<file path="config.mk">
export PLATFORM = sky130hd
export DESIGN_NAME = uart_frame_decoder_flat
export DESIGN_NICKNAME = d
export VERILOG_FILES = /design/src/rtl/uart_frame_decoder_if.sv /design/src/rtl/uart_frame_decoder.sv /design/src/flat_wrapper.sv
export SDC_FILE = /design/constraint.sdc
export NUM_CORES = 1
export LEC_CHECK = 0
export BUFFER_PORTS_ARGS = -buffer_cell sky130_fd_sc_hd__clkbuf_2
export CAP_MARGIN = 20
export CORE_ASPECT_RATIO = 0.5
export CORE_MARGIN = 10
export CORE_UTILIZATION = 55
export CTS_BUF_LIST = sky130_fd_sc_hd__clkbuf_8
export CTS_CLUSTER_SIZE = 24
export DETAILED_ROUTE_END_ITERATION = 8
export PLACE_DENSITY_LB_ADDON = 0.25
export SYNTH_ARGS = -nofsm -noshare
export SYNTH_HDL_FRONTEND = slang
export SYNTH_SLANG_ARGS = --single-unit
</file>
<file path="constraint.sdc">
create_clock -name clk -period 5.1 [get_ports clk]
set_clock_uncertainty 0.05 [all_clocks]
set_input_delay 0.51 -clock clk [delete_from_list [all_inputs] [get_ports clk]]
set_output_delay 0.51 -clock clk [all_outputs]
set_load 0.01 [all_outputs]
</file>
<file path="src/rtl/uart_frame_decoder_if.sv">
// Byte-stream input, frame handshake and payload read port of the UART frame decoder.
// The master side is the UART receiver plus the frame consumer; the decoder is the slave.
interface uart_frame_decoder_if #(
    parameter int MAX_PAYLOAD = 16,
    parameter int LW          = $clog2(MAX_PAYLOAD + 1),
    parameter int AW          = $clog2(MAX_PAYLOAD)
);
    logic          byteValid;
    logic [7:0]    byteIn;
    logic          byteErr;
    logic          frameValid;
    logic          frameAck;
    logic [LW-1:0] frameLen;
    logic [AW-1:0] rdAddr;
    logic [7:0]    rdData;
    logic          frameErr;
    logic [2:0]    errCode;
    logic          busy;

    modport master (
        output byteValid, byteIn, byteErr, frameAck, rdAddr,
        input  frameValid, frameLen, rdData, frameErr, errCode, busy
    );

    modport slave (
        input  byteValid, byteIn, byteErr, frameAck, rdAddr,
        output frameValid, frameLen, rdData, frameErr, errCode, busy
    );
endinterface

</file>
<file path="src/rtl/uart_frame_decoder.sv">
// Decodes SYNC/LEN/payload/CHK frames from the UART byte stream into a payload buffer
// with length and checksum verification, inter-byte timeout and a valid/ack handshake.
module uart_frame_decoder #(
    parameter int         MAX_PAYLOAD    = 16,
    parameter logic [7:0] SYNC_BYTE      = 8'hA5,
    parameter int         TIMEOUT_CYCLES = 200000,
    parameter int         LW             = $clog2(MAX_PAYLOAD + 1),
    parameter int         AW             = $clog2(MAX_PAYLOAD)
) (
    input  logic                clk,
    input  logic                rst,
    uart_frame_decoder_if.slave bus
);
    localparam int CW = $clog2(TIMEOUT_CYCLES);

    localparam logic [2:0] ERR_LEN     = 3'd1;
    localparam logic [2:0] ERR_CHK     = 3'd2;
    localparam logic [2:0] ERR_TIMEOUT = 3'd3;
    localparam logic [2:0] ERR_LINE    = 3'd4;
    localparam logic [2:0] ERR_OVERRUN = 3'd5;

    typedef enum logic [2:0] {
        S_HUNT,
        S_LEN,
        S_PAYLOAD,
        S_CHECK,
        S_DONE
    } state_t;

    state_t        r_state;
    state_t        w_next;

    logic [CW-1:0] r_cnt;
    logic [CW-1:0] w_cnt_next;
    logic [LW-1:0] r_len;
    logic [LW-1:0] r_idx;
    logic [7:0]    r_acc;
    logic [7:0]    r_buf [MAX_PAYLOAD];

    logic          r_fv;
    logic          r_ferr;
    logic          r_busy;
    logic [2:0]    r_code;

    logic          w_err;
    logic [2:0]    w_code;
    logic          w_sync;
    logic          w_len_ok;
    logic          w_tmo;
    logic          w_load;
    logic          w_wr;
    logic          w_rd_ok;

    assign w_sync   = bus.byteValid && (bus.byteIn == SYNC_BYTE);
    assign w_len_ok = (bus.byteIn != 8'h00) && (int'(bus.byteIn) <= MAX_PAYLOAD);
    // A byte landing on the expiry cycle beats the timeout.
    assign w_tmo    = (r_cnt == CW'(TIMEOUT_CYCLES - 1)) && !bus.byteValid;
    assign w_rd_ok  = int'(bus.rdAddr) < MAX_PAYLOAD;

    always_ff @(posedge clk or posedge rst) begin
        if (rst) begin
            r_state <= S_HUNT;
        end else begin
            r_state <= w_next;
        end
    end

    always_comb begin
        w_next = r_state;
        w_err  = 1'b0;
        w_code = '0;
        unique case (r_state)
            S_HUNT: begin
                if (w_sync) begin
                    w_next = S_LEN;
                end
            end
            S_LEN: begin
                if (bus.byteErr) begin
                    w_next = S_HUNT;
                    w_err  = 1'b1;
                    w_code = ERR_LINE;
                end else if (bus.byteValid) begin
                    if (w_len_ok) begin
                        w_next = S_PAYLOAD;
                    end else begin
                        w_next = S_HUNT;
                        w_err  = 1'b1;
                        w_code = ERR_LEN;
                    end
                end else if (w_tmo) begin
                    w_next = S_HUNT;
                    w_err  = 1'b1;
                    w_code = ERR_TIMEOUT;
                end
            end
            S_PAYLOAD: begin
                if (bus.byteErr) begin
                    w_next = S_HUNT;
                    w_err  = 1'b1;
                    w_code = ERR_LINE;
                end else if (bus.byteValid) begin
                    if (r_idx == r_len - LW'(1)) begin
                        w_next = S_CHECK;
                    end
                end else if (w_tmo) begin
                    w_next = S_HUNT;
                    w_err  = 1'b1;
                    w_code = ERR_TIMEOUT;
                end
            end
            S_CHECK: begin
                if (bus.byteErr) begin
                    w_next = S_HUNT;
                    w_err  = 1'b1;
                    w_code = ERR_LINE;
                end else if (bus.byteValid) begin
                    if (bus.byteIn == r_acc) begin
                        w_next = S_DONE;
                    end else begin
                        w_next = S_HUNT;
                        w_err  = 1'b1;
                        w_code = ERR_CHK;
                    end
                end else if (w_tmo) begin
                    w_next = S_HUNT;
                    w_err  = 1'b1;
                    w_code = ERR_TIMEOUT;
                end
            end
            S_DONE: begin
                // Ack releases the buffer this cycle, so a coincident byte is judged as in HUNT.
                if (bus.frameAck) begin
                    w_next = w_sync ? S_LEN : S_HUNT;
                end else if (bus.byteValid) begin
                    w_err  = 1'b1;
                    w_code = ERR_OVERRUN;
                end
            end
            default: begin
                w_next = S_HUNT;
            end
        endcase
    end

    always_comb begin
        w_load     = 1'b0;
        w_wr       = 1'b0;
        w_cnt_next = '0;
        if (bus.byteValid && !bus.byteErr) begin
            w_load = (r_state == S_LEN) && w_len_ok;
            w_wr   = (r_state == S_PAYLOAD);
        end
        if ((r_state inside {S_LEN, S_PAYLOAD, S_CHECK}) && (w_next == r_state) && !bus.byteValid) begin
            w_cnt_next = r_cnt + CW'(1);
        end
        bus.rdData = w_rd_ok ? r_buf[bus.rdAddr] : '0;
    end

    always_ff @(posedge clk or posedge rst) begin
        if (rst) begin
            r_cnt  <= '0;
            r_len  <= '0;
            r_idx  <= '0;
            r_acc  <= '0;
            r_fv   <= 1'b0;
            r_ferr <= 1'b0;
            r_busy <= 1'b0;
            r_code <= '0;
            for (int unsigned i = 0; i < MAX_PAYLOAD; i++) begin
                r_buf[i] <= '0;
            end
        end else begin
            r_cnt  <= w_cnt_next;
            r_fv   <= (w_next == S_DONE);
            r_busy <= (w_next != S_HUNT);
            r_ferr <= w_err;
            if (w_err) begin
                r_code <= w_code;
            end
            if (w_load) begin
                r_len <= bus.byteIn[LW-1:0];
                r_acc <= bus.byteIn;
                r_idx <= '0;
            end
            if (w_wr) begin
                r_buf[r_idx[AW-1:0]] <= bus.byteIn;
                r_acc                <= r_acc + bus.byteIn;
                r_idx                <= r_idx + LW'(1);
            end
        end
    end

    assign bus.frameValid = r_fv;
    assign bus.frameLen   = r_len;
    assign bus.frameErr   = r_ferr;
    assign bus.errCode    = r_code;
    assign bus.busy       = r_busy;
endmodule

</file>
<file path="src/flat_wrapper.sv">
// flat-port wrapper written by rule: the top's interface ports become plain ports
module uart_frame_decoder_flat 
#(
    parameter int         MAX_PAYLOAD    = 16,
    parameter logic [7:0] SYNC_BYTE      = 8'hA5,
    parameter int         TIMEOUT_CYCLES = 200000,
    parameter int         LW             = $clog2(MAX_PAYLOAD + 1),
    parameter int         AW             = $clog2(MAX_PAYLOAD)
)
  (clk, rst, bus_byteValid, bus_byteIn, bus_byteErr, bus_frameAck, bus_rdAddr, bus_frameValid, bus_frameLen, bus_rdData, bus_frameErr, bus_errCode, bus_busy);
  uart_frame_decoder_if #(.MAX_PAYLOAD(MAX_PAYLOAD), .LW(LW), .AW(AW)) bus_i ();
  input  logic clk;
  input  logic rst;
  input wire logic [$bits(bus_i.byteValid)-1:0] bus_byteValid;
  input wire logic [$bits(bus_i.byteIn)-1:0] bus_byteIn;
  input wire logic [$bits(bus_i.byteErr)-1:0] bus_byteErr;
  input wire logic [$bits(bus_i.frameAck)-1:0] bus_frameAck;
  input wire logic [$bits(bus_i.rdAddr)-1:0] bus_rdAddr;
  output wire logic [$bits(bus_i.frameValid)-1:0] bus_frameValid;
  output wire logic [$bits(bus_i.frameLen)-1:0] bus_frameLen;
  output wire logic [$bits(bus_i.rdData)-1:0] bus_rdData;
  output wire logic [$bits(bus_i.frameErr)-1:0] bus_frameErr;
  output wire logic [$bits(bus_i.errCode)-1:0] bus_errCode;
  output wire logic [$bits(bus_i.busy)-1:0] bus_busy;
  assign bus_i.byteValid = bus_byteValid;
  assign bus_i.byteIn = bus_byteIn;
  assign bus_i.byteErr = bus_byteErr;
  assign bus_i.frameAck = bus_frameAck;
  assign bus_i.rdAddr = bus_rdAddr;
  assign bus_frameValid = bus_i.frameValid;
  assign bus_frameLen = bus_i.frameLen;
  assign bus_rdData = bus_i.rdData;
  assign bus_frameErr = bus_i.frameErr;
  assign bus_errCode = bus_i.errCode;
  assign bus_busy = bus_i.busy;
  uart_frame_decoder #(.MAX_PAYLOAD(MAX_PAYLOAD), .SYNC_BYTE(SYNC_BYTE), .TIMEOUT_CYCLES(TIMEOUT_CYCLES), .LW(LW), .AW(AW)) u_core (.clk(clk), .rst(rst), .bus(bus_i));
endmodule
</file>
==> results.yml, run 1 <==
synth:
  synth_flop_cell: "dfrtp_1"
  synth.area.top_cells: "dfrtp_1 52%, mux2_2 16%, mux4_2 11%"
  ys_types: 50
  synth_top_area_share_pct: 52.0
  synth_xor_area_share_pct: 3.05
  synth_edf_count: 0
  ys_warn_count: 0
  synth.mux.area_fraction_pct: 26.5
  synthAdderAreaFrac_pct: 2.19
  syn_nets: 668
  yosysTopAreaCell: "dfrtp_1"
  synth_seq_cells: 173
  yosysSeqAreaShare_pct: 52.0
  synth_compound_area_share_pct: 4.27
  syn_inst: 637
  synthSimpleGateAreaFrac_pct: 9.37
  synth_top_family_by_area: "multiplexers"
  avgSynthCellArea_um2: 13.1
  async_flop_share_pct: 100
  syn_area_um2: 8330
job:
  max_cap_violations: 0
timing:
  hold_violations: 0
  maxSlewHeadroom_pct: 40.0
  worstMarginPinSlew_ps: 900
  fin_crit_ps: 2990
  setup_viol: 0
  timing.final.crit_share_pct: 58.6
  drv_slew: 0
  clock.fmax_ghz: 0.335
  finalSetupTns_ps: 0
  rsz0062_at_grt: "no"
power:
  p_per_area_nw_per_um2: 275
  vdd_drop_max_mv: 0.179
  power.leakage_nw: 4.33
clock_tree:
  tritoncts.num_buffers: 17
  cts_setup_buffers: 0
  clkTransAtPathRegs_ps: 100
  cts_tree: "yes"
  ctsResizeCount: 0
  cts_max_level: 4
  cts_root_buf: "clkbuf_8"
  clock-sinks: 173
  clockBufferDepth: 2
  cts-hold-fix-buffers: 0
  clk_latency_ps: 440
placed_design:
  io_buffers: 35
  gp_congestion: 0.818
  dp.final_hpwl_mm: 11.7
  placed_area_um2: 8650
drt:
  viasPerCell: 5.99
  drt.antenna.violating_nets: 0
  vias: 5192
  drt-initial-drc-count: 401
  wirelength_mm: 18.4
  drt-pass1-iter-count: 4
  wl_per_cell_um: 21.2
  drc_errors: 0
floorplan:
  die_h_um: 107
  dieWidth_um: 194
  dieArea_um2: 20800
  ios: 36
  core-area_um2: 14700
  rows: 31
  start_util_pct: 56.8
final_layout:
  diodes: 0
  fillers: 1137
  regArea_um2: 4330
  mostFrequentLayoutCells: "173 x dfrtp_1, 116 x mux2_2, 41 x nand2_1"
  multi_input_area_um2: 3790
  layout-drive-gt1-share_pct: 35.0
  design_area_um2: 9100
  area_delta_synth_final_pct: 9.24
  layout.nets: 687
  final_common_cell: "dfrtp_1"
hold_path:
  worstHoldPathType: "in2async"
setup_path:
  path_max_fanout: 17
  cp.required_ps: 4540
  setup.worst_path.start_class: "input pin"
  criticalPathCategory: "in2out"
  arrival_ps: 2430
  crit_path_end_kind: "output pin"
global_routing:
  antenna_found_initial: 0
  grt_max_degree: 174
  grtUsageTotal_pct: 18.2
  grt_pass1_wl_mm: 30.0
  first_global_vias: 5391
  overflow: 0
run_status:
  status: "finished, final reports clean"
-- Yosys cell counts (3+ instances only) --
master	instances
nand4_1	9
a21o_1	3
mux2_2	116
dfrtp_1	173
nand3_1	22
a21oi_1	8
nor2b_1	6
clkbuf_1	23
nand2_1	41
o21ai_0	29
nor4_1	4
a221o_1	4
mux4_2	40
nor2_1	34
xnor2_1	12
xor2_1	17
nor3_1	8
buf_2	8
o22ai_1	4
and3_1	5
ha_1	13
inv_1	15
buf_1	6
or3_1	5
-- final cells by class --
class | instances | area share (%)
clock buffers | 17 | 2.57
clock inverters | 15 | 2.04
inverters | 15 | 0.660
multi-input cells | 410 | 41.6
flip-flops and latches | 173 | 47.6
well taps | 198 | 2.72
repair buffers | 39 | 2.79
-- worst max-delay path, stage by stage --
cell and delay (ps):
clkbuf_2 480, buf_16 250, mux4_2 520, mux4_2 510, clkbuf_2 150
-- logic make-up after synthesis --
family	count (synthesis)
flip-flops	173
multiplexers	156
AND/OR/NAND/NOR	152
AO/OA/AOI/OAI	59
buffers and inverters	54
XOR/XNOR	29
adder cells (fa/ha/maj)	14
-- state kept, by name, indices dropped and copies added (netlist names) --
name                   cells
u_core.bus.busy            1
u_core.r_buf             128
u_core.bus.frameValid      1
u_core.r_cnt              18
u_core.r_idx               5
u_core.r_state             3
u_core.bus.frameLen        5
u_core.bus.errCode         3
u_core.r_acc               8
u_core.bus.frameErr        1
-- metrics by stage --
stage | cells | util, % | hold slack [ps] | setup slack, ps | power (mW)
after floorplan | 637 | - | 393 | 2270 | 1.48
final | 867 | 62.1 | 267 | 2110 | 2.51
after global routing | 867 | 62.1 | 341 | 2000 | 2.58
after global placement | 832 | 58.8 | 406 | 1870 | 1.51
after detailed placement | 833 | 59.0 | 414 | 1870 | 1.51
after CTS | 865 | 61.8 | 327 | 1900 | 2.52
-- power by group --
part           switching [mW]  internal [mW]  leakage [nW]  total (mW)
logic                  0.0791         0.0307          1.73       0.110
clock network           0.528          0.494         0.207        1.02
registers             0.00140           1.37          2.40        1.37
total                   0.608           1.90          4.33        2.51
-- metal layers --
layer  global-route usage [%]  share of wire, %  up-vias
li1                         -                 -     2369
met1                     24.5                47     2698
met2                     29.4                48      102
met3                     3.54               3.6       23
met4                     5.79               1.4        0
met5                        0                 0        -
-- worst paths after layout --
check,start,end,slack [ps],depth (start not counted)
worst max-delay path,bus_rdAddr[0],bus_rdData[0],2110,5
worst min-delay path,rst,u_core.r_buf[27],270,3
worst max register to register,u_core.r_state[0],u_core.r_buf[10],2590,4
worst min register to register,u_core.r_cnt[0],u_core.r_cnt[0],440,1
max in group asynchronous,rst,u_core.r_buf[54],4090,3
min in group clk,bus_byteIn[1],u_core.bus.frameLen[1],390,3
(Power assumes the default switching activity.)
==> run 2: changes to the inputs <==
clock period = 2.7 ns   (was 5.1 ns; I/O delays follow)
==> results.yml, run 2 (synthesized netlist as in run 1, its figures left out) <==
placed_design:
  dpl.cell_count: 857
  io_buffers: 35
  placed_area_um2: 8870
  dp.final_hpwl_mm: 13.0
  gp_congestion: 0.831
power:
  p_comb_share_pct: 4.9
  p_per_area_nw_per_um2: 506
  p_int_mw: 3.47
  swShare_pct: 26.1
  power_switching_mw: 1.22
  seqPwrFrac_pct: 55.2
  power.leakage_nw: 4.45
  power_mw: 4.70
  vdd_drop_max_mv: 0.294
  clkPwrFrac_pct: 39.9
clock_tree:
  tritoncts.num_buffers: 17
  clkTransAtPathRegs_ps: 100
  cts_max_level: 4
  clock-sinks: 173
  cts_root_buf: "clkbuf_8"
  clk_latency_ps: 450
  cts_setup_buffers: 0
  clockBufferDepth: 2
  cts_tree: "yes"
final_layout:
  multi_input_area_um2: 3790
  mostFrequentLayoutCells: "173 x dfrtp_1, 116 x mux2_2, 41 x nand2_1"
  regArea_um2: 4330
  largest_register: "u_core.r_buf"
  reg_top3: "u_core.r_buf (128), u_core.r_cnt (18), u_core.r_acc (8)"
  largest_reg_flops: 128
  fillers: 1119
  area_delta_synth_final_pct: 11.6
  layout-drive-gt1-share_pct: 37.1
  design_area_um2: 9290
  diodes: 0
  final_common_cell: "dfrtp_1"
  layout.nets: 710
  final_cells: 890
drt:
  wirelength_mm: 18.8
  wl_per_cell_um: 21.1
  drt-pass1-iter-count: 4
  drt.antenna.violating_nets: 0
  drt-initial-drc-count: 418
  drc_errors: 0
  vias: 5345
  viasPerCell: 6.01
floorplan:
  dieArea_um2: 20800
  die_h_um: 107
  rows: 31
  start_util_pct: 56.8
  ios: 36
  core-area_um2: 14700
  dieWidth_um: 194
setup_path:
  setup.worst_path.start_class: "register"
  path_max_fanout: 18
  r2r-start: "u_core.r_cnt[0]"
  arrival_ps: 2710
  timing.critical_path.from: "u_core.r_cnt[0]"
  cp.required_ps: 3030
  criticalPathCategory: "reg2reg"
  crit_path_end_kind: "register"
global_routing:
  antenna_found_initial: 0
  overflow: 0
  grt_pass1_wl_mm: 31.1
  first_global_vias: 5631
  grtUsageTotal_pct: 18.7
  grt_max_degree: 44
timing:
  drv_slew: 0
  fin_crit_ps: 2390
  timing.final.crit_share_pct: 88.4
  maxSlewHeadroom_pct: 57.0
  finalSetupTns_ps: 0
  worstMarginPinSlew_ps: 643
  holdWs_ps: 84.3
  clock.fmax_ghz: 0.419
  hold_violations: 0
  rsz0062_at_grt: "no"
  setup_viol: 0
hold_path:
  worstHoldPathType: "in2reg"
  hold_start: "bus_byteIn[3]"
job:
  max_cap_violations: 0
run_status:
  status: "finished, final reports clean"
[run 2: cell types whose count changed in the layout (fill, tap and decap cells not counted), sizes merged]
cell,before,now
clkinvlp,4,2
bufinv,3,1
clkbuf,52,53
clkinv,2,4
inv,21,22
buf,4,26
dlygate4sd3,0,1
[run 2: path summary, 6_finish.rpt]
check,end,slack [ps],cells after the start
hold / removal,u_core.r_acc[3],80,2
setup reg to reg,u_core.r_cnt[14],310,6
setup / recovery,u_core.r_cnt[14],310,6
min in group asynchronous,u_core.r_buf[26],400,3
hold reg to reg,u_core.r_buf[113],440,2
max in group asynchronous,u_core.r_cnt[4],1580,4
[run 2: area by class of cell]
type | instances | share of cell area (%)
tap | 198 | 2.67
clock inverter | 14 | 1.78
timing repair buffer | 62 | 4.90
clock buffer | 18 | 2.67
inverter | 15 | 0.646
multi-input combinational | 410 | 40.8
sequential | 173 | 46.6
[run 2: stage by stage]
| stage | utilization [%] | worst slack, ps |
|---|---|---|
| floorplan | - | 169 |
| global placement | 60.5 | 384 |
| detailed placement | 60.5 | 305 |
| CTS | 63.4 | 303 |
| global route | 63.4 | 183 |
| finish | 63.4 | 312 |
[run 2: metal layers]
layer  wire [um]  track usage [%]  vias up
li1            -                -     2419
met1        8820             25.3     2799
met2        8990             30.6      108
met3         842             3.64       19
met4         145             4.64        0
met5           0                0        -
[run 2: critical path, stage by stage, from the launching register on]
cell and delay (ps):
dfrtp_1 420, ha_1 240, and3_1 220, and3_1 220, and2_2 210, or4_1 720
a21oi_1 230
[run 2: power by group through the flow]
stage          Sequential (mW)  Clock (mW)  Combinational [mW]
4_1_cts                   2.60        1.91               0.237
3_5_place_dp              2.65           0               0.235
3_3_place_gp              2.65           0               0.231
5_1_grt                   2.60        2.01               0.257
6_report                  2.60        1.87               0.230
2_1_floorplan             2.65           0               0.139
[run 2: repair_timing]
action,in CTS,in global routing
hold buffers,1,0
hold endpoints to repair,21,0
endpoints found under the setup margin,0,0
gates resized for setup,0,0
==> run 3: changes to the inputs <==
clock period = 1.93 ns   (was 2.7 ns; I/O delays follow)
==> results.yml, run 3 (synthesized netlist as in run 1, its figures left out) <==
setup_path:
  criticalPathCategory: "reg2out"
  path_max_fanout: 2
  cp.required_ps: 1690
  arrival_ps: 2000
  crit_path_end_kind: "output pin"
  setup.worst_path.start_class: "register"
job:
  max_cap_violations: 0
final_layout:
  area_delta_synth_final_pct: 19.1
  largest_register: "u_core.r_buf"
  mostFrequentLayoutCells: "172 x dfrtp_1, 116 x mux2_2, 75 x buf_4"
  layout-drive-gt1-share_pct: 46.5
  diodes: 0
  layout.nets: 771
  regArea_um2: 4330
  design_area_um2: 9920
  final_util_pct: 67.6
  final_common_cell: "dfrtp_1"
  reg_top3: "u_core.r_buf (128), u_core.r_cnt (18), u_core.r_acc (8)"
  largest_reg_flops: 128
  fillers: 1051
  multi_input_area_um2: 3980
timing:
  layout_setup_ws_ps: -312
  holdWs_ps: 65.5
  rsz0062_at_grt: "yes"
  worstMarginPinSlew_ps: 647
  clock.fmax_ghz: 0.446
  hold_violations: 0
  setup_viol: 32
  finalSetupTns_ps: -3920
  maxSlewHeadroom_pct: 56.8
  timing.final.crit_share_pct: 116
  fin_crit_ps: 2240
  drv_slew: 0
global_routing:
  first_global_vias: 5872
  grt_max_degree: 118
  grt_pass1_wl_mm: 32.1
  grtUsageTotal_pct: 19.5
  overflow: 0
  antenna_found_initial: 0
drt:
  drt-pass1-iter-count: 5
  wl_per_cell_um: 21.0
  wirelength_mm: 19.9
  drc_errors: 0
  drt.antenna.violating_nets: 0
  viasPerCell: 5.98
  vias: 5683
  drt-initial-drc-count: 401
clock_tree:
  clkTransAtPathRegs_ps: 100
  cts_root_buf: "clkbuf_8"
  clock-sinks: 173
  tritoncts.num_buffers: 17
  cts_max_level: 4
  cts_tree: "yes"
  clockBufferDepth: 2
  clk_latency_ps: 450
placed_design:
  io_buffers: 35
  gp_congestion: 0.846
  placed_area_um2: 9280
  dp.final_hpwl_mm: 13.3
power:
  vdd_drop_max_mv: 0.367
  power_mw: 6.45
  p_per_area_nw_per_um2: 651
  power.leakage_nw: 4.74
floorplan:
  die_h_um: 107
  rows: 31
  core-area_um2: 14700
  ios: 36
  start_util_pct: 56.8
  dieWidth_um: 194
  dieArea_um2: 20800
hold_path:
  worstHoldPathType: "in2reg"
run_status:
  violations: "setup timing"
  status: "finished, violations left"
run 3: timing repair:
action	4_1_cts	5_1_grt
hold buffers	1	0
cloned	3	0
endpoints found under the setup margin	33	76
resized for setup	18	32
endpoints found under the hold margin	102	0
setup buffers	5	3
pin swaps	14	12
run 3: metrics by stage:
| stage | setup slack [ps] | instances |
|---|---|---|
| 2_1_floorplan | -524 | 637 |
| 3_3_place_gp | -145 | 907 |
| 3_5_place_dp | -207 | 907 |
| 4_1_cts | -334 | 948 |
| 5_1_grt | -379 | 951 |
| 6_report | -312 | 951 |
run 3: worst max-delay path: stages, from the launching register on:
cell,delay (ps)
dfrtp_1,400
mux4_2,490
mux4_2,510
buf_6,140
run 3: path summary, 6_finish.rpt:
path | from | endpoint | slack (ps) | depth (start not counted)
setup / recovery | u_core.r_buf[30] | bus_rdData[6] | -310 | 3
setup reg to reg | u_core.r_cnt[13] | u_core.bus.busy | -180 | 5
hold reg to reg | u_core.r_buf[9] | u_core.r_buf[9] | 430 | 2
hold / removal | bus_byteValid | u_core.bus.errCode[2] | 70 | 3
max in group asynchronous | rst | u_core.r_buf[80] | 830 | 4
min in group asynchronous | rst | u_core.r_buf[85] | 120 | 3
run 3: power by group:
group,leakage (nW),internal (mW),switching [mW],total (mW)
Clock,0.192,1.08,1.39,2.47
Combinational,2.15,0.122,0.231,0.353
Sequential,2.40,3.63,0.00375,3.63
run 3: layout make-up:
cell class | count | share of cell area (%)
timing repair buffer | 120 | 9.31
inverter | 15 | 0.606
tap | 198 | 2.50
multi-input combinational | 413 | 40.1
sequential | 173 | 43.7
clock buffer | 18 | 2.50
clock inverter | 14 | 1.34
run 3: per-layer routing:
metal  vias to the layer above  global-route usage [%]  wire length, um
met5                         -                       0                0
met4                         0                    5.68              282
met3                        20                    4.23              944
met2                       142                    31.4             9580
met1                      2978                    26.1             9120
li1                       2543                       -                -
